$ cat config.mk
export PLATFORM = sky130hd
export DESIGN_NAME = scroll_msg_display
export DESIGN_NICKNAME = d
export VERILOG_FILES = /design/src/rtl/scroll_pkg.sv /design/src/rtl/char_to_ssd.sv /design/src/rtl/scroll_msg_display.sv
export SDC_FILE = /design/constraint.sdc
export NUM_CORES = 1
export LEC_CHECK = 0
export ABC_CLOCK_PERIOD_IN_PS = 6930
export CAP_MARGIN = 20
export CORE_AREA = 2 2 101 83
export CTS_CLUSTER_DIAMETER = 120
export DETAILED_ROUTE_END_ITERATION = 10
export DIE_AREA = 0 0 103 85
export PLACE_DENSITY = 0.77
export SYNTH_ARGS = -nofsm -noshare
export SYNTH_HDL_FRONTEND = slang
export SYNTH_SLANG_ARGS = --single-unit
$ cat constraint.sdc
create_clock -name CLOCK_50 -period 6.93 [get_ports CLOCK_50]
set_input_delay 0.693 -clock CLOCK_50 [delete_from_list [all_inputs] [get_ports CLOCK_50]]
set_output_delay 0.693 -clock CLOCK_50 [all_outputs]
set_load 0.03 [all_outputs]
$ cat src/rtl/scroll_pkg.sv
// Character codes and seven-segment patterns shared by the scrolling message display.
package scroll_pkg;

  localparam int CHAR_W = 3;

  typedef enum logic [CHAR_W-1:0] {
    H     = 3'd0,
    E     = 3'd1,
    L     = 3'd2,
    O     = 3'd3,
    D     = 3'd4,
    ONE   = 3'd5,
    DASH  = 3'd6,
    BLANK = 3'd7
  } char_e;

  // Active-low segments, bit i drives segment a..g, indexed by character code.
  localparam logic [6:0] SEG_LUT [8] = '{
    7'b0001001,
    7'b0000110,
    7'b1000111,
    7'b1000000,
    7'b0100001,
    7'b1111001,
    7'b0111111,
    7'b1111111
  };

endpackage

$ cat src/rtl/char_to_ssd.sv
// Combinational character-code to active-low seven-segment decoder.
module char_to_ssd
  import scroll_pkg::*;
(
  input  logic [CHAR_W-1:0] char_i,
  output logic [6:0]        seg_o
);

  assign seg_o = SEG_LUT[char_i];

endmodule

$ cat src/rtl/scroll_msg_display.sv
// Scrolls a writable MSG_LEN-character buffer across NUM_DIGITS seven-segment digits,
// one position per TICK_DIV clock cycles, with pause, direction and runtime load.
module scroll_msg_display
  import scroll_pkg::*;
#(
  parameter int TICK_DIV   = 50000000,
  parameter int NUM_DIGITS = 4,
  parameter int MSG_LEN    = 8
) (
  input  logic                         CLOCK_50,
  input  logic                         Resetn,
  input  logic                         en,
  input  logic                         dir,
  input  logic                         wr_en,
  input  logic [$clog2(MSG_LEN)-1:0]   wr_addr,
  input  logic [CHAR_W-1:0]            wr_char,
  output logic [7*NUM_DIGITS-1:0]      hex,
  output logic [$clog2(MSG_LEN)-1:0]   pos,
  output logic                         tick
);

  localparam int AW = $clog2(MSG_LEN);
  localparam int IW = AW + 1;
  localparam int DW = $clog2(TICK_DIV);

  logic [DW-1:0]           div_q, div_d;
  logic [AW-1:0]           pos_q, pos_d;
  logic                    tick_q;
  logic                    step;
  logic [CHAR_W-1:0]       msg_q [MSG_LEN];
  logic [7*NUM_DIGITS-1:0] hex_q, hex_d;

  always_comb begin
    step  = en && (div_q == DW'(TICK_DIV - 1));
    div_d = div_q;
    pos_d = pos_q;
    if (en) begin
      div_d = step ? '0 : div_q + 1'b1;
    end
    if (step) begin
      if (!dir) begin
        pos_d = (pos_q == AW'(MSG_LEN - 1)) ? '0 : pos_q + 1'b1;
      end else begin
        pos_d = (pos_q == '0) ? AW'(MSG_LEN - 1) : pos_q - 1'b1;
      end
    end
  end

  // Digit k shows msg[(pos + NUM_DIGITS-1-k) mod MSG_LEN]; one extra bit keeps the sum exact.
  for (genvar k = 0; k < NUM_DIGITS; k++) begin : g_digit
    logic [IW-1:0] sum;
    logic [AW-1:0] idx;
    logic [6:0]    seg;

    assign sum = {1'b0, pos_q} + IW'(NUM_DIGITS - 1 - k);
    assign idx = (sum >= IW'(MSG_LEN)) ? AW'(sum - IW'(MSG_LEN)) : sum[AW-1:0];

    char_to_ssd u_ssd (
      .char_i (msg_q[idx]),
      .seg_o  (seg)
    );

    assign hex_d[7*k +: 7] = seg;
  end

  always_ff @(posedge CLOCK_50 or negedge Resetn) begin
    if (!Resetn) begin
      div_q  <= '0;
      pos_q  <= '0;
      tick_q <= 1'b0;
      hex_q  <= '1;
      for (int i = 0; i < MSG_LEN; i++) begin
        msg_q[i] <= BLANK;
      end
    end else begin
      div_q  <= div_d;
      pos_q  <= pos_d;
      tick_q <= step;
      hex_q  <= hex_d;
      // Out-of-range addresses match no entry and are dropped.
      for (int i = 0; i < MSG_LEN; i++) begin
        if (wr_en && (wr_addr == AW'(i))) begin
          msg_q[i] <= wr_char;
        end
      end
    end
  end

  assign hex  = hex_q;
  assign pos  = pos_q;
  assign tick = tick_q;

endmodule

==> results of run 1 <==
[where the power goes]
group | switching (mW) | leakage (nW) | internal, mW | total [mW]
combinational | 0.241 | 1.04 | 0.205 | 0.446
clock | 0.162 | 0.0980 | 0.162 | 0.324
sequential | 0.0715 | 0.902 | 0.602 | 0.673
[sequential cells by signal, indices dropped and copies added (netlist names)]
signal and cells:
tick 1, div_q 26, hex 24, msg_q 24, pos 3
[how the worst max path moves through the flow]
| stage | start | endpoint | slack, ns | cells after the start |
|---|---|---|---|---|
| 2_1_floorplan | pos[0] | hex[14] | 4.02 | 8 |
| 3_3_place_gp | pos[0] | hex[0] | 3.87 | 6 |
| 3_5_place_dp | pos[0] | hex[2] | 3.76 | 6 |
| 4_1_cts | pos[0] | hex[0] | 3.76 | 6 |
| 5_1_grt | pos[2] | pos[2] | 4.18 | 1 |
| 6_report | pos[2] | pos[2] | 4.26 | 1 |
[cells in the final DEF, fill, tap and decap left out, drive strengths merged, types with 4 or more instances in the layout]
master,synthesis,routed
o21ai,6,6
mux4,11,11
clkbuf,5,12
mux2i,31,31
ha,16,16
nand2,19,19
clkdlybuf4s50,0,41
dfrtp,30,30
xnor2,13,13
xor2,4,4
nand3,7,7
nand4,10,10
nor4,4,4
nor3,10,10
and4,4,4
a21o,4,4
or4,6,6
dfstp,48,48
a21oi,9,9
nor2,12,12
or3,6,6
inv,14,15
mux2,29,29
[layer usage]
metal  share of wire (%)  track usage [%]  wire length (µm)  up-vias
li1                    -                -                 -     1304
met1                  51             29.8              3960     1334
met2                  44             27.4              3450       51
met3                 3.5             4.61               271       11
met4                 1.3             5.98                99        0
met5                   0                0                 0        -
[cell families (layout without fill, tap and decap cells)]
family	Yosys count	count (layout)	synth area share (%)
AOI/OAI and AO/OA	28	28	4.23
xor gates and xnor gates	17	17	3.75
adders and majority gates	16	16	4.80
buffers and inverters	29	73	3.33
DFF	78	78	48.2
muxes	71	71	21.3
and+or+nand+nor	96	96	14.4
[cells in the mapped netlist, types with 2 or more instances]
cell	count
a21o_1	4
a21oi_1	8
and3_1	3
and4_1	4
buf_2	3
buf_4	7
clkbuf_1	5
dfrtp_1	30
dfstp_2	48
ha_1	16
inv_1	6
inv_2	8
mux2_1	3
mux2_2	26
mux2i_1	30
mux4_2	11
nand2_1	19
nand2b_1	3
nand3_1	7
nand4_1	7
nand4_2	2
nand4b_1	3
nor2_1	11
nor2b_1	2
nor3_1	8
nor3_2	2
nor3b_1	3
nor4_1	3
o21ai_0	5
o22ai_1	2
o31ai_1	2
or3_1	5
or4_1	5
xnor2_1	12
xor2_1	4
[final cells by class]
cell class / count / area (µm²) / share of cell area, %
clock buffers: 12 / 166 / 3.42
multi-input cells: 228 / 2020 / 41.6
repair buffers: 43 / 445 / 9.16
inverters: 14 / 52.6 / 1.08
flip-flops and latches: 78 / 2010 / 41.4
clock inverters: 4 / 27.5 / 0.566
well taps: 108 / 135 / 2.78
[metrics by stage]
| step | instance area, µm² | std cells | setup slack, ns |
|---|---|---|---|
| 2_1_floorplan | 4170 | 335 | 4.02 |
| 3_3_place_gp | 4640 | 470 | 3.87 |
| 3_5_place_dp | 4640 | 470 | 3.76 |
| 4_1_cts | 4830 | 486 | 3.76 |
| 5_1_grt | 4860 | 487 | 4.18 |
| 6_report | 4860 | 487 | 4.26 |
==> impl_metrics.toml, run 1 <==
[clock_tree]
clock_latency_ns = 0.35
cts_tree = "built"
cts_buffer_depth = 2
cts-root-buf = "clkbuf_8"
clkTransAtPathRegs_ns = 0.08
cts_htree_levels = 3
postCtsHoldBufs = 0
cts_buffers = 9
cts.sink_count = 78
cts_resized = 0
post_cts_buffers = 0

[timing]
fmax_mhz = 374
setup_viol = 0
fin_worst_skew_ns = 0.00744
whs_ns = 0.467
worstMarginPinSlew_ns = 0.924
slew-limit-headroom_pct = 38.4
rsz0062_at_grt = "no"
fin_crit_ns = 2.67
slew_violations = 0
finalCritPeriodShare_pct = 38.5
hold_viol = 0
timing.setup.tns_ns = 0

[die]
core-area_um2 = 7760
ios = 43
start_util_pct = 53.7
row_count = 29
dieWidth_um = 103
dieArea_um2 = 8760
die_y_um = 85

[yosys]
syn-instance-count = 335
ys_types = 53
synthFlopType = "dfstp_2"
yosysSeqAreaShare_pct = 48.2
yosys.area.top_type = "dfstp_2"
ys_warn_count = 0
syn_nets = 362
async_reset_ff_share_pct = 100
synth_edf_count = 0
syn_area_um2 = 4170
synth_top_area_share_pct = 30.2
syn_avg_cell_area_um2 = 12.5
ys_ff_latch = 78
synth_area_leaders = "dfstp_2, dfrtp_1, mux2i_1"

[power]
pwr_density_cell_nw_per_um2 = 297
power.total_mw = 1.44
leakagePower_nw = 2.04
ir_worst_vdd_uv = 132

[finish]
nFillCells = 642
layout.nets = 401
syn_to_final_growth_pct = 16.5
fin_util_pct = 62.6
layout-drive-gt1-share_pct = 32.2
antenna_cells = 0

[setup_path]
ff2ff_setup_slack_ns = 4.34
worstPathRequired_ns = 6.24
worstReg2RegEnd = "hex[0]"
cpLargestDelayFamily = "buffers and inverters"
slowest_delay_ns = 0.82
critPathMaxFanout = 17
worstReg2RegStart = "pos[1]"
path_cells = "clkdlybuf4s50_1"
critPathSlowestCell = "clkdlybuf4s50_1"
crit_path_start_kind = "flop"
crit_type = "reg -> out"
critPathBufInv = 1
end_kind = "primary output"
reg2reg_depth = 6
cp.arrival_ns = 1.98

[placed_design]
portBuffers = 42
place_congestion = 0.856
dpl.hpwl_mm = 5.71

[route]
drc = 0
vias = 2700
firstDrtPassIters = 4
routedWlPerCell_um = 16.0
drtIter0Drc = 104
routed_wl_mm = 7.78
ant_nets = 0
viasPerCell = 5.54

[grt]
antenna_found_initial = 0
grt.total_usage_pct = 19.5
grt_pass1_wl_mm = 13.0
grt-ovfl-total = 0
grt_max_degree = 79
grt_pass1_vias = 2533

[job]
maxCapViolations = 0

[outcome]
status = "completed"

[min_path]
hp-class = "in -> async"
Note: power is estimated with default switching activity, not from simulation.
==> run 2, diff against run 1 <==
Settings changed: ABC_CLOCK_PERIOD_IN_PS 6930 to 2600.
Clock period 6.93 ns to 2.6 ns, I/O delays scaled along.
==> run 2 against run 1 <==
Register-to-register slack worse by 4.0 ns. Clock-buffer cell count grew 1. Cell count grew 1.0%. Clock power grew to 2.7 times the previous value. Sequential power grew to 2.7 times the previous value. Hold slack got worse by 0.46 ns. Non-clock buffer count up 5. Largest power group unchanged. First-iteration DRC count grew 30%. Combinational power increased to 2.7 times the previous value. Via count is 1.5% higher.
==> impl_metrics.toml, run 2 (synthesis gave the netlist of run 1 again) <==
[outcome]
status = "completed"

[timing]
rsz0062_at_grt = "no"
hold_viol = 0
whs_ns = 0.00972
setup_viol = 0
fin_crit_ns = 2.30
slew_violations = 0
finalCritPeriodShare_pct = 88.5
timing.setup.tns_ns = 0
fin_worst_skew_ns = 0.00911
worstMarginPinSlew_ns = 0.938
slew-limit-headroom_pct = 37.4
fmax_mhz = 434

[power]
ir_worst_vdd_uv = 425
switching_share_pct = 32.6
p_sw_mw = 1.26
p_comb_share_pct = 31.0
pwr_density_cell_nw_per_um2 = 792
pwr-share-seq_pct = 46.4
internal_power_mw = 2.61
leakagePower_nw = 2.06
pwr-share-clk_pct = 22.6

[route]
viasPerCell = 5.57
vias = 2741
routedWlPerCell_um = 16.0
drc = 0
firstDrtPassIters = 4
routed_wl_mm = 7.89
drtIter0Drc = 135
ant_nets = 0

[die]
dieWidth_um = 103
die_y_um = 85
core-area_um2 = 7760
row_count = 29
dieArea_um2 = 8760
start_util_pct = 53.7
ios = 43

[finish]
antenna_cells = 0
syn_to_final_growth_pct = 17.0
largest_register_ffs = 26
layout-drive-gt1-share_pct = 33.3
final_cell_mix = "dfstp_2, clkdlybuf4s50_1, mux2i_1"
layout.nets = 406
final_common_cell = "dfstp_2"
fin_util_pct = 62.9
regMostFlops = "div_q"

[setup_path]
worstPathRequired_ns = 2.88
ff2ff_setup_slack_ns = 0.30
slowest_delay_ns = 0.60
crit_type = "reg -> reg"
crit_path_start_kind = "flop"
cp.arrival_ns = 2.59
cpMostUsedCell = "ha_1"
critPathBufInv = 1
end_kind = "flop"
worstReg2RegStart = "pos[1]"
critPathMaxFanout = 6
cpLargestDelayFamily = "multiplexers"
reg2reg_depth = 6
startpoint = "pos[1]"
critPathSlowestCell = "mux4_2"
path_cells = "inv_2 -> ha_1 -> xnor2_2 -> mux4_2 -> ha_1 -> mux2_1"
worstReg2RegEnd = "hex[2]"

[clock_tree]
postCtsHoldBufs = 0
cts_buffers = 9
cts-root-buf = "clkbuf_8"
cts_htree_levels = 3
post_cts_buffers = 0
cts.sink_count = 78
cts_buffer_depth = 2
cts_resized = 0
clock_latency_ns = 0.36
cts_tree = "built"
clkTransAtPathRegs_ns = 0.08

[placed_design]
place_congestion = 0.930
portBuffers = 42
dpl.hpwl_mm = 5.91

[min_path]
hp-class = "in -> async"

[grt]
grt_max_degree = 79
grt_pass1_wl_mm = 13.3
grt_pass1_vias = 2628
grt.total_usage_pct = 19.9
antenna_found_initial = 0
grt-ovfl-total = 0

[job]
maxCapViolations = 0
## run 2: per-stage QoR
step | instance area (µm²) | instances | power [mW] | worst slack [ns]
3_3_place_gp | 4690 | 476 | 2.97 | 0.369
3_5_place_dp | 4690 | 476 | 3.02 | 0.294
4_1_cts | 4880 | 492 | 3.90 | 0.286
5_1_grt | 4880 | 492 | 4.08 | 0.204
6_report | 4880 | 492 | 3.87 | 0.298
2_1_floorplan | 4190 | 335 | 2.58 | 0.0164
## run 2: worst max-delay path by stage
stage	cells past startpoint	slack, ns	endpoint
5_1_grt	6	0.20	hex[0]
4_1_cts	6	0.29	hex[2]
3_3_place_gp	5	0.37	div_q[21]
6_report	6	0.30	hex[2]
3_5_place_dp	5	0.29	div_q[21]
2_1_floorplan	8	0.02	hex[0]
## run 2: area by class of cell
type	instances	area (µm²)
Tap cell	108	135
Timing Repair Buffer	48	463
Clock buffer	13	180
Fill cell	607	2880
Clock inverter	3	15.0
Multi-Input combinational cell	228	2020
Sequential cell	78	2010
Inverter	14	52.6
## run 2: metal layers
layer | vias to the layer above | track usage [%] | share of wire, %
met5 | - | 0 | 0
met4 | 0 | 4.67 | 0.94
met3 | 6 | 6.18 | 4.6
met2 | 51 | 27.7 | 44
met1 | 1372 | 30.5 | 50
li1 | 1312 | - | -
## run 2: power by group through the flow
stage	registers [mW]	clock network, mW	logic, mW
after CTS	1.80	0.898	1.21
final	1.79	0.874	1.20
after detailed placement	1.82	0	1.20
after floorplan	2.02	0	0.555
after global routing	1.83	0.950	1.30
after global placement	1.80	0	1.17
==> run 3, diff against run 2 <==
Settings changed: SKIP_CTS_REPAIR_TIMING from default to 1, TNS_END_PERCENT from default to 5.
==> results of run 3 <==
Final layout, timing and power as in run 2 (identical DEF).
